**config.mk**
```make
export PLATFORM = sky130hd
export DESIGN_NAME = spi_ms_ctrl
export DESIGN_NICKNAME = d
export VERILOG_FILES = /design/src/rtl/spi_ms_ctrl.sv
export SDC_FILE = /design/constraint.sdc
export NUM_CORES = 1
export LEC_CHECK = 0
export CORE_UTILIZATION = 55
export DETAILED_ROUTE_END_ITERATION = 6
export GPL_ROUTABILITY_DRIVEN = 0
export PLACE_DENSITY = 0.82
export SYNTH_ARGS = -nofsm -noshare
export SYNTH_HDL_FRONTEND = slang
export SYNTH_SLANG_ARGS = --single-unit
```
**constraint.sdc**
```tcl
create_clock -name clk -period 5.15 [get_ports clk]
set_input_delay 1.03 -clock clk [delete_from_list [all_inputs] [get_ports clk]]
set_output_delay 1.03 -clock clk [all_outputs]
set_load 0.01 [all_outputs]
```
**src/rtl/spi_ms_ctrl.sv**
```systemverilog
// Byte-wide SPI controller that runs as either master or slave, selected at run time.
// Software programs it through a small SFR port.
//
// Ports:
//   clk, rst                  system clock, synchronous active-high reset
//   sfraddr_w/sfrwe/spidata_i SFR write port (SPCR, SPIECR, SPCLK, SPDAT, SPSR)
//   sfraddr_r/sfr_data_o      combinational SFR read port
//   spssn_i/spssn_o           requested / driven slave selects (master, active-low)
//   mosio/misoi/scko          master serial out, serial in, serial clock
//   mosii/misoo/scki/ssn      slave serial in, serial out, clock in, select in
//   intspi                    end-of-byte interrupt (SPIF & SPIE)
//   SPC0                      SPCR bit 0
module spi_ms_ctrl (
  input  logic       clk,
  input  logic       rst,
  input  logic [2:0] sfraddr_w,
  input  logic [2:0] sfraddr_r,
  input  logic       sfrwe,
  input  logic [7:0] spidata_i,
  input  logic [7:0] spssn_i,
  input  logic       mosii,
  input  logic       misoi,
  input  logic       scki,
  input  logic       ssn,
  output logic [7:0] spssn_o,
  output logic [7:0] sfr_data_o,
  output logic       intspi,
  output logic       mosio,
  output logic       misoo,
  output logic       scko,
  output logic       SPC0
);

  typedef enum logic [1:0] {StIdle, StRun, StDone} m_state_e;

  m_state_e   r_state, w_state_next;
  logic       r_spe, r_mstr, r_cpol, r_cpha, r_dord, r_spc0, r_spie;
  logic [2:0] r_spclk;
  logic [7:0] r_tx, r_rx, r_txsh, r_rxsh, r_ssn_o;
  logic       r_spif, r_wcol, r_sck;
  logic [6:0] r_div;
  logic [4:0] r_edge;
  logic [3:0] r_bits;
  logic       r_scki_m1, r_scki_m2, r_scki_d;
  logic       r_ssn_m1, r_ssn_m2, r_ssn_d;
  logic       r_mosi_m1, r_mosi_m2;

  logic       w_m_en, w_s_en, w_s_act, w_s_fall, w_tick, w_m_start, w_m_abort;
  logic       w_s_chg, w_s_lead, w_s_trail, w_smp, w_shf, w_s_last, w_busy, w_in_bit;
  logic [7:0] w_half, w_rx_next;
  logic [6:0] w_div_max;

  function automatic logic [7:0] shift_in(input logic [7:0] v, input logic b,
                                          input logic lsb_first);
    return lsb_first ? {b, v[7:1]} : {v[6:0], b};
  endfunction

  assign w_m_en    = r_spe & r_mstr;
  assign w_s_en    = r_spe & ~r_mstr;
  assign w_s_act   = w_s_en & ~r_ssn_m2;
  assign w_s_fall  = w_s_en & r_ssn_d & ~r_ssn_m2;
  assign w_half    = 8'd1 << r_spclk;
  assign w_div_max = 7'(w_half - 8'd1);
  assign w_tick    = (r_state == StRun) && (r_div == w_div_max);
  // A transfer starts only on the FF -> non-FF transition of the registered selects.
  assign w_m_start = (r_state == StIdle) && w_m_en && (r_ssn_o == 8'hFF) &&
                     (spssn_i != 8'hFF);
  assign w_m_abort = ~w_m_en | (r_ssn_o == 8'hFF);

  // Slave clock edges, classified against CPOL on the synchronized clock.
  assign w_s_chg   = r_scki_m2 ^ r_scki_d;
  assign w_s_lead  = w_s_chg & (r_scki_m2 != r_cpol);
  assign w_s_trail = w_s_chg & (r_scki_m2 == r_cpol);

  // Master and slave share the shift registers; only one mode is active at a time.
  // In CPHA=1 the first leading edge must not shift: the first bit is already on the line.
  always_comb begin
    w_smp = 1'b0;
    w_shf = 1'b0;
    if (w_m_en) begin
      w_smp = w_tick & (r_cpha ? r_edge[0] : ~r_edge[0]);
      w_shf = w_tick & (r_cpha ? (~r_edge[0] & (r_edge != 5'd0)) : r_edge[0]);
    end else if (w_s_act && !w_s_fall) begin
      w_smp = (r_cpha ? w_s_trail : w_s_lead) & (r_bits != 4'd8);
      w_shf = r_cpha ? (w_s_lead & (r_bits != 4'd0)) : w_s_trail;
    end
  end

  assign w_in_bit  = w_m_en ? misoi : r_mosi_m2;
  assign w_rx_next = shift_in(r_rxsh, w_in_bit, r_dord);
  assign w_s_last  = ~w_m_en & w_smp & (r_bits == 4'd7);
  assign w_busy    = (r_state != StIdle) | w_s_act;

  always_comb begin
    w_state_next = r_state;
    unique case (r_state)
      StIdle:  if (w_m_start) w_state_next = StRun;
      StRun: begin
        if (w_m_abort) w_state_next = StIdle;
        else if (w_tick && (r_edge == 5'd15)) w_state_next = StDone;
      end
      StDone:  w_state_next = StIdle;
      default: w_state_next = StIdle;
    endcase
  end

  always_ff @(posedge clk) begin
    if (rst) r_state <= StIdle;
    else     r_state <= w_state_next;
  end

  always_ff @(posedge clk) begin
    if (rst) begin
      {r_spe, r_mstr, r_cpol, r_cpha, r_dord, r_spc0, r_spie} <= '0;
      r_spclk <= '0;
      r_tx    <= '0;
      r_rx    <= '0;
      r_txsh  <= '0;
      r_rxsh  <= '0;
      r_ssn_o <= 8'hFF;
      r_spif  <= 1'b0;
      r_wcol  <= 1'b0;
      r_sck   <= 1'b0;
      r_div   <= '0;
      r_edge  <= '0;
      r_bits  <= '0;
      {r_scki_m1, r_scki_m2, r_scki_d} <= '0;
      {r_ssn_m1, r_ssn_m2, r_ssn_d}    <= '1;
      {r_mosi_m1, r_mosi_m2}           <= '0;
    end else begin
      {r_scki_m1, r_scki_m2, r_scki_d} <= {scki, r_scki_m1, r_scki_m2};
      {r_ssn_m1, r_ssn_m2, r_ssn_d}    <= {ssn, r_ssn_m1, r_ssn_m2};
      {r_mosi_m1, r_mosi_m2}           <= {mosii, r_mosi_m1};
      r_ssn_o <= w_m_en ? spssn_i : 8'hFF;

      if (sfrwe) begin
        case (sfraddr_w)
          3'd0: {r_spe, r_mstr, r_cpol, r_cpha, r_dord, r_spc0} <=
                  {spidata_i[6], spidata_i[4:0]};
          3'd1: r_spie  <= spidata_i[0];
          3'd2: r_spclk <= spidata_i[2:0];
          3'd3: begin
            if (w_busy) r_wcol <= 1'b1;
            else        r_tx   <= spidata_i;
          end
          3'd4: begin
            r_spif <= 1'b0;
            r_wcol <= 1'b0;
          end
          default: ;
        endcase
      end

      if (w_m_start) begin
        r_txsh <= r_tx;
        r_rxsh <= '0;
        r_div  <= '0;
        r_edge <= '0;
        r_spif <= 1'b0;
        r_wcol <= 1'b0;
      end
      if (r_state == StRun) begin
        if (w_tick) begin
          r_div  <= '0;
          r_sck  <= ~r_sck;
          r_edge <= r_edge + 5'd1;
        end else begin
          r_div <= r_div + 7'd1;
        end
      end
      // Outside an active transfer (including abort) the clock sits at CPOL.
      if (w_state_next != StRun) r_sck <= r_cpol;
      if (r_state == StDone) begin
        r_rx   <= r_rxsh;
        r_spif <= 1'b1;
      end

      if (w_s_fall) begin
        r_txsh <= r_tx;
        r_rxsh <= '0;
        r_bits <= '0;
      end else if (!w_s_act) begin
        r_bits <= '0;
      end

      if (w_smp) begin
        r_rxsh <= w_rx_next;
        if (!w_m_en) r_bits <= r_bits + 4'd1;
      end
      if (w_shf) r_txsh <= shift_in(r_txsh, 1'b0, r_dord);
      if (w_s_last) begin
        r_rx   <= w_rx_next;
        r_spif <= 1'b1;
      end
    end
  end

  always_comb begin
    sfr_data_o = 8'h00;
    case (sfraddr_r)
      3'd0:    sfr_data_o = {1'b0, r_spe, 1'b0, r_mstr, r_cpol, r_cpha, r_dord, r_spc0};
      3'd1:    sfr_data_o = {7'b0, r_spie};
      3'd2:    sfr_data_o = {5'b0, r_spclk};
      3'd3:    sfr_data_o = r_rx;
      3'd4:    sfr_data_o = {r_spif, r_wcol, 6'b0};
      default: sfr_data_o = 8'h00;
    endcase
  end

  assign spssn_o = r_ssn_o;
  assign scko    = r_sck;
  assign mosio   = (r_state != StIdle) ? (r_dord ? r_txsh[0] : r_txsh[7]) : 1'b0;
  assign misoo   = w_s_act ? (r_dord ? r_txsh[0] : r_txsh[7]) : 1'b0;
  assign intspi  = r_spif & r_spie;
  assign SPC0    = r_spc0;

endmodule

```
==> Word level (Yosys, flattened, before mapping) <==
Index checks and enable logic that the tools add are counted.
{ "word_totals": {"regBits": 79, "inputBits": 29, "wordCells": 155} }
{ "op_classes": {"addsub": 4, "n_eq_ne": 20, "n_shift": 1, "mux": 47, "n_bitwise": 24, "n_reduce_logical": 31} }
{ "op_table": {"columns": ["cell", "n"], "rows": [
  ["two-way mux 8 bit", 10],
  ["one-hot mux 8 bit (5 select lines)", 1],
  ["two-way mux 1 bit", 21],
  ["two-way mux 7 bit", 3],
  ["two-way mux 4 bit", 4],
  ["AND 1 bit", 15],
  ["two-way mux 5 bit", 3],
  ["== test 3 x 2 -> 1 bit, second input constant", 4],
  ["nonzero test 2 bit", 6],
  ["nonzero test 4 bit", 3],
  ["AND reduction 2 bit", 5],
  ["== test 8 bit, second input constant", 1],
  ["inequality test 8 bit, second input constant", 1],
  ["adder 7 x 1 -> 7 bit, second input constant", 1],
  ["== test 7 bit", 1],
  ["<< shifter 1 x 3 -> 7 bit, first input constant", 1],
  ["subtractor 7 x 1 -> 7 bit, second input constant", 1],
  ["== test 3 x 1 -> 1 bit, second input constant", 2],
  ["== test 3 bit, second input constant", 2],
  ["logical AND 1 bit", 6],
  ["logical NOT 3 bit", 2],
  ["two-way mux 2 bit", 3],
  ["inverter 1 bit", 6],
  ["AND reduction 3 bit", 2],
  ["20 further kinds", 23]
]} }

==> Logic depth before layout (Yosys ltp) <==
Gate-level depths: netlist of the first run.
{ "depth": {"word_depth": 12, "mapped_depth": 9, "mapped_depth_nobuf": 8} }

==> Worst setup path before layout of the first run <==
OpenSTA, ideal clock, no wires.
{ "synth_path": {"path_type": "input -> output", "start": "input port sfraddr_r[1]", "end": "output port sfr_data_o[0]", "arrival_ps": 1920, "slack_ps": 2200, "path_stages": 3, "path_cell_list": "clkbuf_1 > mux4_2 > nor2b_1"} }
{ "synth_between": {"elab_chain_len": 2, "elab_cells_between_ends": 6, "cone_classes": "eq/ne (4); mux (1); reduce/logical (1)"} }
{ "synth_rtl": {"columns": ["element", "line", "source"], "rows": [
  ["start, declared", "17", "input logic [2:0] sfraddr_r,"],
  ["== test 3 bit (tied with other cells)", "200", "case (sfraddr_r)"],
  ["one-hot mux 8 bit (5 select lines) *", "200", null],
  ["end, declared", "26", "output logic [7:0] sfr_data_o,"]
]} }
Mark *: on every way between the ends. The rest lies on a longest branch, timed or not.

==> Worst setup path in the final report of the first run <==
Ends and elaborated chain as after synthesis.

==> impl_results.md, run 1 <==
- Fraction of layout cells with a size suffix above 1: 10.9%
- Cts hold-fix bufs: 0
- CTS tree: built
- Final setup viols: 0
- CTS H-tree lvls: 3
- Most frequent cells in the layout: dfxtp_1 (79), nor2_1 (48), clkdlybuf4s50_1 (48), mux2i_1 (38), a21oi_1 (26)
- Leading cell type in the layout, fill and taps excluded: dfxtp_1
- Synth unique cells: 60
- Final net count: 500
- Starting density of the core: 57.6%
- Largest net degree at the start of global routing: 48
- Vias in the first global route: 3027
- GRT Util Overall: 24.8%
- Most area-hungry cell type in the Yosys netlist: dfxtp_1
- Critical path class: in -> out
- First-pass GRT wire length: 14.4 mm
- Ys async rst share: 0%
- Drt first pass iters: 4
- Total power: 1.15 mW
- Post-CTS resize count: 0
- Critical Path AT: 2.79 ns
- Antenna violations before repair: 0
- EDFF count, synth: 0
- # diodes: 0
- Final Cycle Share: 74.2%
- Die area: 7580 um^2
- Skew-Pair Late Insertion Delay: 0.35 ns
- Routed Antenna Nets: 0
- Total number of vias: 3269
- Post-Synthesis Net Count: 463
- Clock Pin Slew Worst Setup and Hold Paths: 0.08 ns
- Port-buffer cells: 49
- Mapped cell area: 3980 um^2
- Setup Fix Bufs, Post-CTS: 0
- Worst Setup End Kind: output port
- Core area: 6910 um^2
- Max-slew violations: 0
- HP Class: reg -> reg
- Fin Clk Skew: 0.0102 ns
- Power density cells: 246 nW/um^2
- CTS Root Cell: clkbuf_8
- Die W: 87.0 um
- Fin crit period: 3.82 ns
- RSZ-0062 raised after global routing: false
- Worst setup SP type: input pin
- Grt total ovfl: 0
- Vias per cell: 5.78
- Area growth syn-to-layout: 17.2%
- WL/cell: 15.4 um
- Synth area leaders: dfxtp_1 (40%), mux2i_1 (9.6%), a211oi_1 (4.5%), nor2_1 (4.5%), mux2_2 (3.4%)
- Synthesized area per cell: 9.29 um^2
- Worst Tran Pin Value: 0.892 ns
- CTS Buf Count: 9
- Max-cap violations: 0
- Yosys Warn Count: 0
- IO Pins: 50
- Max_slew headroom: 40.2%
- Status: finished, final reports clean
- Flops & latches, synth: 79
- CTS Sinks: 79
- Worst vdd ir: 180 uV
- Initial DRC count: 186
- Chip Height: 87.0 um
- DRC errors left: 0
- Register area share after synthesis: 39.8%
- Crit-path max FO: 7
- Final setup TNS: 0 ns
- CP required: 4.12 ns
- Cell count after synthesis: 428
- # rows: 30
- Clock Path Buffers: 2
- Post-DP HPWL: 6.30 mm
- Fmax: 0.262 GHz
- Main flop type after synthesis: dfxtp_1
- Pleak: 1.68 nW
- Synth top area share: 39.8%
- Total Wirelength: 8.74 mm
- Final Hold Fails: 0
[cells in the mapped netlist (11+ instances only)]
| cell | count |
|---|---|
| a211oi_1 | 24 |
| a21oi_1 | 26 |
| clkbuf_1 | 15 |
| dfxtp_1 | 79 |
| inv_1 | 11 |
| mux2_2 | 12 |
| mux2i_1 | 38 |
| nand2_1 | 20 |
| nand3_1 | 17 |
| nor2_1 | 48 |
| nor2b_1 | 19 |
| or3_1 | 12 |
[kinds of logic (layout without fill, tap and decap cells)]
| family | after synthesis | count (layout) | share of synthesized area, % |
|---|---|---|---|
| AND/OR/NAND/NOR | 163 | 163 | 22.3 |
| AO/OA/AOI/OAI | 87 | 87 | 16.6 |
| flip-flops | 79 | 79 | 39.8 |
| multiplexers | 51 | 51 | 13.5 |
| buffers and inverters | 36 | 78 | 4.43 |
| adder cells (fa/ha/maj) | 6 | 6 | 1.89 |
| XOR/XNOR | 6 | 6 | 1.51 |
[metal layers]
metal | routed length (um) | GRT usage, % | vias to the layer above
met3 | 353 | 6.82 | 12
met4 | 131 | 7.73 | 0
met1 | 3890 | 30.7 | 1573
met2 | 4370 | 41.9 | 56
met5 | 0 | 0 | -
li1 | - | - | 1628
[flip-flops by register name, indices dropped and copies added (netlist names), 2 cells and up]
signal   flops
r_bits       4
r_div        7
r_edge       5
r_rx         8
r_rxsh       8
r_spclk      3
r_state      2
r_tx         8
r_txsh       8
spssn_o      8
[area by class of cell]
| class | instances | area (um^2) |
|---|---|---|
| Clock buffer | 10 | 138 |
| Timing Repair Buffer | 51 | 500 |
| Fill cell | 572 | 2250 |
| Tap cell | 96 | 120 |
| Sequential cell | 79 | 1580 |
| Inverter | 11 | 41.3 |
| Clock inverter | 6 | 60.1 |
| Multi-Input combinational cell | 313 | 2220 |
[critical path: stages]
cell and delay (ns):
clkdlybuf4s50_1 0.61, mux4_2 0.53, nor2b_1 0.14, clkdlybuf4s50_1 0.49
[final timing paths]
kind,cells past startpoint,from,to,slack (ns)
worst max-delay path,4,sfraddr_r[1],sfr_data_o[0],1.33
worst min-delay path,1,r_ssn_m1$_SDFF_PP1_,r_ssn_m2$_SDFF_PP1_,0.42
worst max register to register,6,r_cpol$_SDFFE_PP0P_,r_rxsh[7]$_SDFFE_PP0P_,2.83
worst min register to register,1,r_ssn_m1$_SDFF_PP1_,r_ssn_m2$_SDFF_PP1_,0.42
[through the flow]
stage | instances | hold WS, ns | setup slack, ns | util, % | area [um^2]
floorplan | 428 | 0.389 | 2.20 | - | 3980
global placement | 550 | 0.399 | 1.36 | 64.6 | 4460
detailed placement | 550 | 0.394 | 1.34 | 64.6 | 4460
CTS | 566 | 0.418 | 1.34 | 67.5 | 4660
global route | 566 | 0.434 | 1.23 | 67.5 | 4660
finish | 566 | 0.417 | 1.33 | 67.5 | 4660
[where the power goes]
group          internal, mW  leakage, nW  switching [mW]
clock                 0.234       0.0981           0.222
combinational        0.0355        0.939          0.0320
sequential            0.616        0.639         0.00657
total                 0.886         1.68           0.260
No activity file was read; power rests on OpenSTA's default activity.
==> run 2: changes to the inputs <==
Settings changed: CORE_UTILIZATION 55 to 50, PLACE_DENSITY 0.82 to 0.79.
Clock period 5.15 ns to 3.1 ns, I/O delays scaled along.
==> run 2 against run 1 <==
  * Count of clock-buffer cells in the layout is 1 higher
  * Critical path depth stayed put
  * Hold slack hardly changed
  * Clock power is 47% higher
  * Largest cell class unchanged
  * Utilization is 6.8 points lower
  * Combinational power is 77% higher
  * Sequential power is 65% higher
  * Final area is 0.67% higher
  * Final cell count is 2.3% higher
  * Sequential share of layout area is 0.23 points lower
  * First-iteration DRC count is 11% lower
  * Power is 59% higher
==> impl_results.md, run 2 (synthesis results as in run 1) <==
- Multi-input gate area: 2220 um^2
- Worst R2R Setup Slack: 0.77 ns
- Antenna violations before repair: 0
- Largest net degree at the start of global routing: 50
- Met3 GRT Util: 4.69%
- Final setup viols: 0
- Seq. cell area: 1580 um^2
- CP required: 2.48 ns
- Hold Crit Endpoint: r_ssn_m2$_SDFF_PP1_
- # diodes: 0
- Filler cells: 660
- Die W: 91.2 um
- Final net count: 507
- WHS: 0.417 ns
- HP Class: reg -> reg
- Post-DP HPWL: 6.58 mm
- Worst vdd ir: 244 uV
- CTS H-tree lvls: 3
- Routing usage on met2: 38.8%
- Grt total ovfl: 0
- Skew-Pair Late Insertion Delay: 0.35 ns
- Met1 GRT Util: 29.4%
- CTS tree: built
- GRT Util Overall: 23.5%
- Power density cells: 389 nW/um^2
- Fraction of layout cells with a size suffix above 1: 11.9%
- Critical Path AT: 2.36 ns
- Most frequent cells in the layout: dfxtp_1 (79), clkdlybuf4s50_1 (48), nor2_1 (47), mux2i_1 (38), a21oi_1 (26)
- RSZ-0062 raised after global routing: false
- Leading cell type in the layout, fill and taps excluded: dfxtp_1
- Fin Clk Skew: 0.00817 ns
- Area growth syn-to-layout: 18.0%
- Fmax: 0.336 GHz
- Chip Height: 91.2 um
- Crit-path max FO: 5
- Port-buffer cells: 49
- Final setup TNS: 0 ns
- Vias in the first global route: 3201
- Worst setup SP type: input pin
- Critical path class: in -> out
- Status: finished, final reports clean
- Worst Tran Pin Value: 1.24 ns
- IO Pins: 50
- R2R Path End: r_rx[7]$_SDFFE_PP0P_
- GR peak layer: met2
- Clock Pin Slew Worst Setup and Hold Paths: 0.08 ns
- Die area: 8320 um^2
- Max-cap violations: 0
- First-pass GRT wire length: 15.5 mm
- Cts hold-fix bufs: 0
- Max-slew violations: 0
- Routed Antenna Nets: 0
- Initial DRC count: 165
- Drt first pass iters: 4
- Final Cycle Share: 96.1%
- Fin crit period: 2.98 ns
- Reg2reg path depth: 6
- WHS Path Cells: 1
- Clock Path Buffers: 2
- Final Hold Fails: 0
- CTS Buf Count: 9
- Starting density of the core: 51.5%
- Total number of vias: 3312
- WL/cell: 16.0 um
- Total Wirelength: 9.24 mm
- CTS Root Cell: clkbuf_8
- Core area: 7730 um^2
- Pleak: 1.70 nW
- Worst Setup End Kind: output port
- Setup Fix Bufs, Post-CTS: 0
- Max_slew headroom: 17.2%
- HP Start: r_ssn_m1$_SDFF_PP1_
- # rows: 32
- R2R Path Start: r_spe$_SDFFE_PP0P_
- Inst Count DP: 563
- Non-Filler Instances: 579
- Vias per cell: 5.72
- CTS Sinks: 79
- DRC errors left: 0
==> run 2: cell types whose count changed in the layout (fill, tap and decap cells not counted) <==
cell / before / now
buf_4: 2 / 9
clkbuf_1: 0 / 2
clkinv_4: 0 / 2
bufinv_16: 1 / 0
clkbuf_8: 10 / 9
clkinv_2: 3 / 2
clkinvlp_4: 2 / 1
nor2_1: 48 / 47
nor2_2: 0 / 1
==> run 2: timing repair <==
| item | in CTS | in global routing |
|---|---|---|
| endpoints found under the setup margin | 0 | 3 |
| resized for setup | 0 | 1 |
| hold endpoints to repair | 0 | 0 |
==> run 2: worst max path at each step <==
stage	from	end	slack, ns
after detailed placement	spssn_i[5]	r_txsh[7]$_SDFFE_PP0P_	0.05
after floorplan	spssn_i[3]	r_txsh[5]$_SDFFE_PP0P_	0.85
after CTS	sfraddr_r[0]	sfr_data_o[4]	0.07
final	sfraddr_r[1]	sfr_data_o[0]	0.12
after global placement	sfraddr_r[0]	sfr_data_o[4]	0.12
after global routing	sfraddr_r[0]	sfr_data_o[6]	0.007
==> run 2: cell type report <==
cell class	count	share of cell area, %
multi-input combinational	313	47.4
sequential	79	33.7
timing repair buffer	58	11.8
clock buffer	11	2.80
tap	102	2.72
inverter	11	0.880
clock inverter	5	0.747
==> run 2: metal layers <==
metal | vias to the layer above | share of wire (%)
li1 | 1640 | -
met1 | 1582 | 45
met2 | 74 | 48
met3 | 16 | 4.0
met4 | 0 | 2.3
met5 | - | 0
==> run 2: metrics by stage <==
| step | cell area [um^2] | worst slack [ns] | power, mW | util, % |
|---|---|---|---|---|
| 2_1_floorplan | 3980 | 0.854 | 1.12 | - |
| 3_5_place_dp | 4520 | 0.0476 | 1.17 | 58.5 |
| 3_3_place_gp | 4520 | 0.118 | 1.17 | 58.5 |
| 6_report | 4690 | 0.121 | 1.82 | 60.7 |
| 5_1_grt | 4690 | 0.00747 | 1.90 | 60.7 |
| 4_1_cts | 4690 | 0.0749 | 1.83 | 60.7 |
==> run 2: power by group <==
group          switching (mW)  internal (mW)  total, mW
Sequential            0.00966           1.02       1.03
Combinational          0.0574         0.0616      0.119
Clock                   0.380          0.291      0.671
==> run 2: worst max-delay path: stages <==
cell	delay, ns
clkdlybuf4s50_1	0.60
mux4_2	0.53
nor2b_1	0.14
clkdlybuf4s50_1	0.47
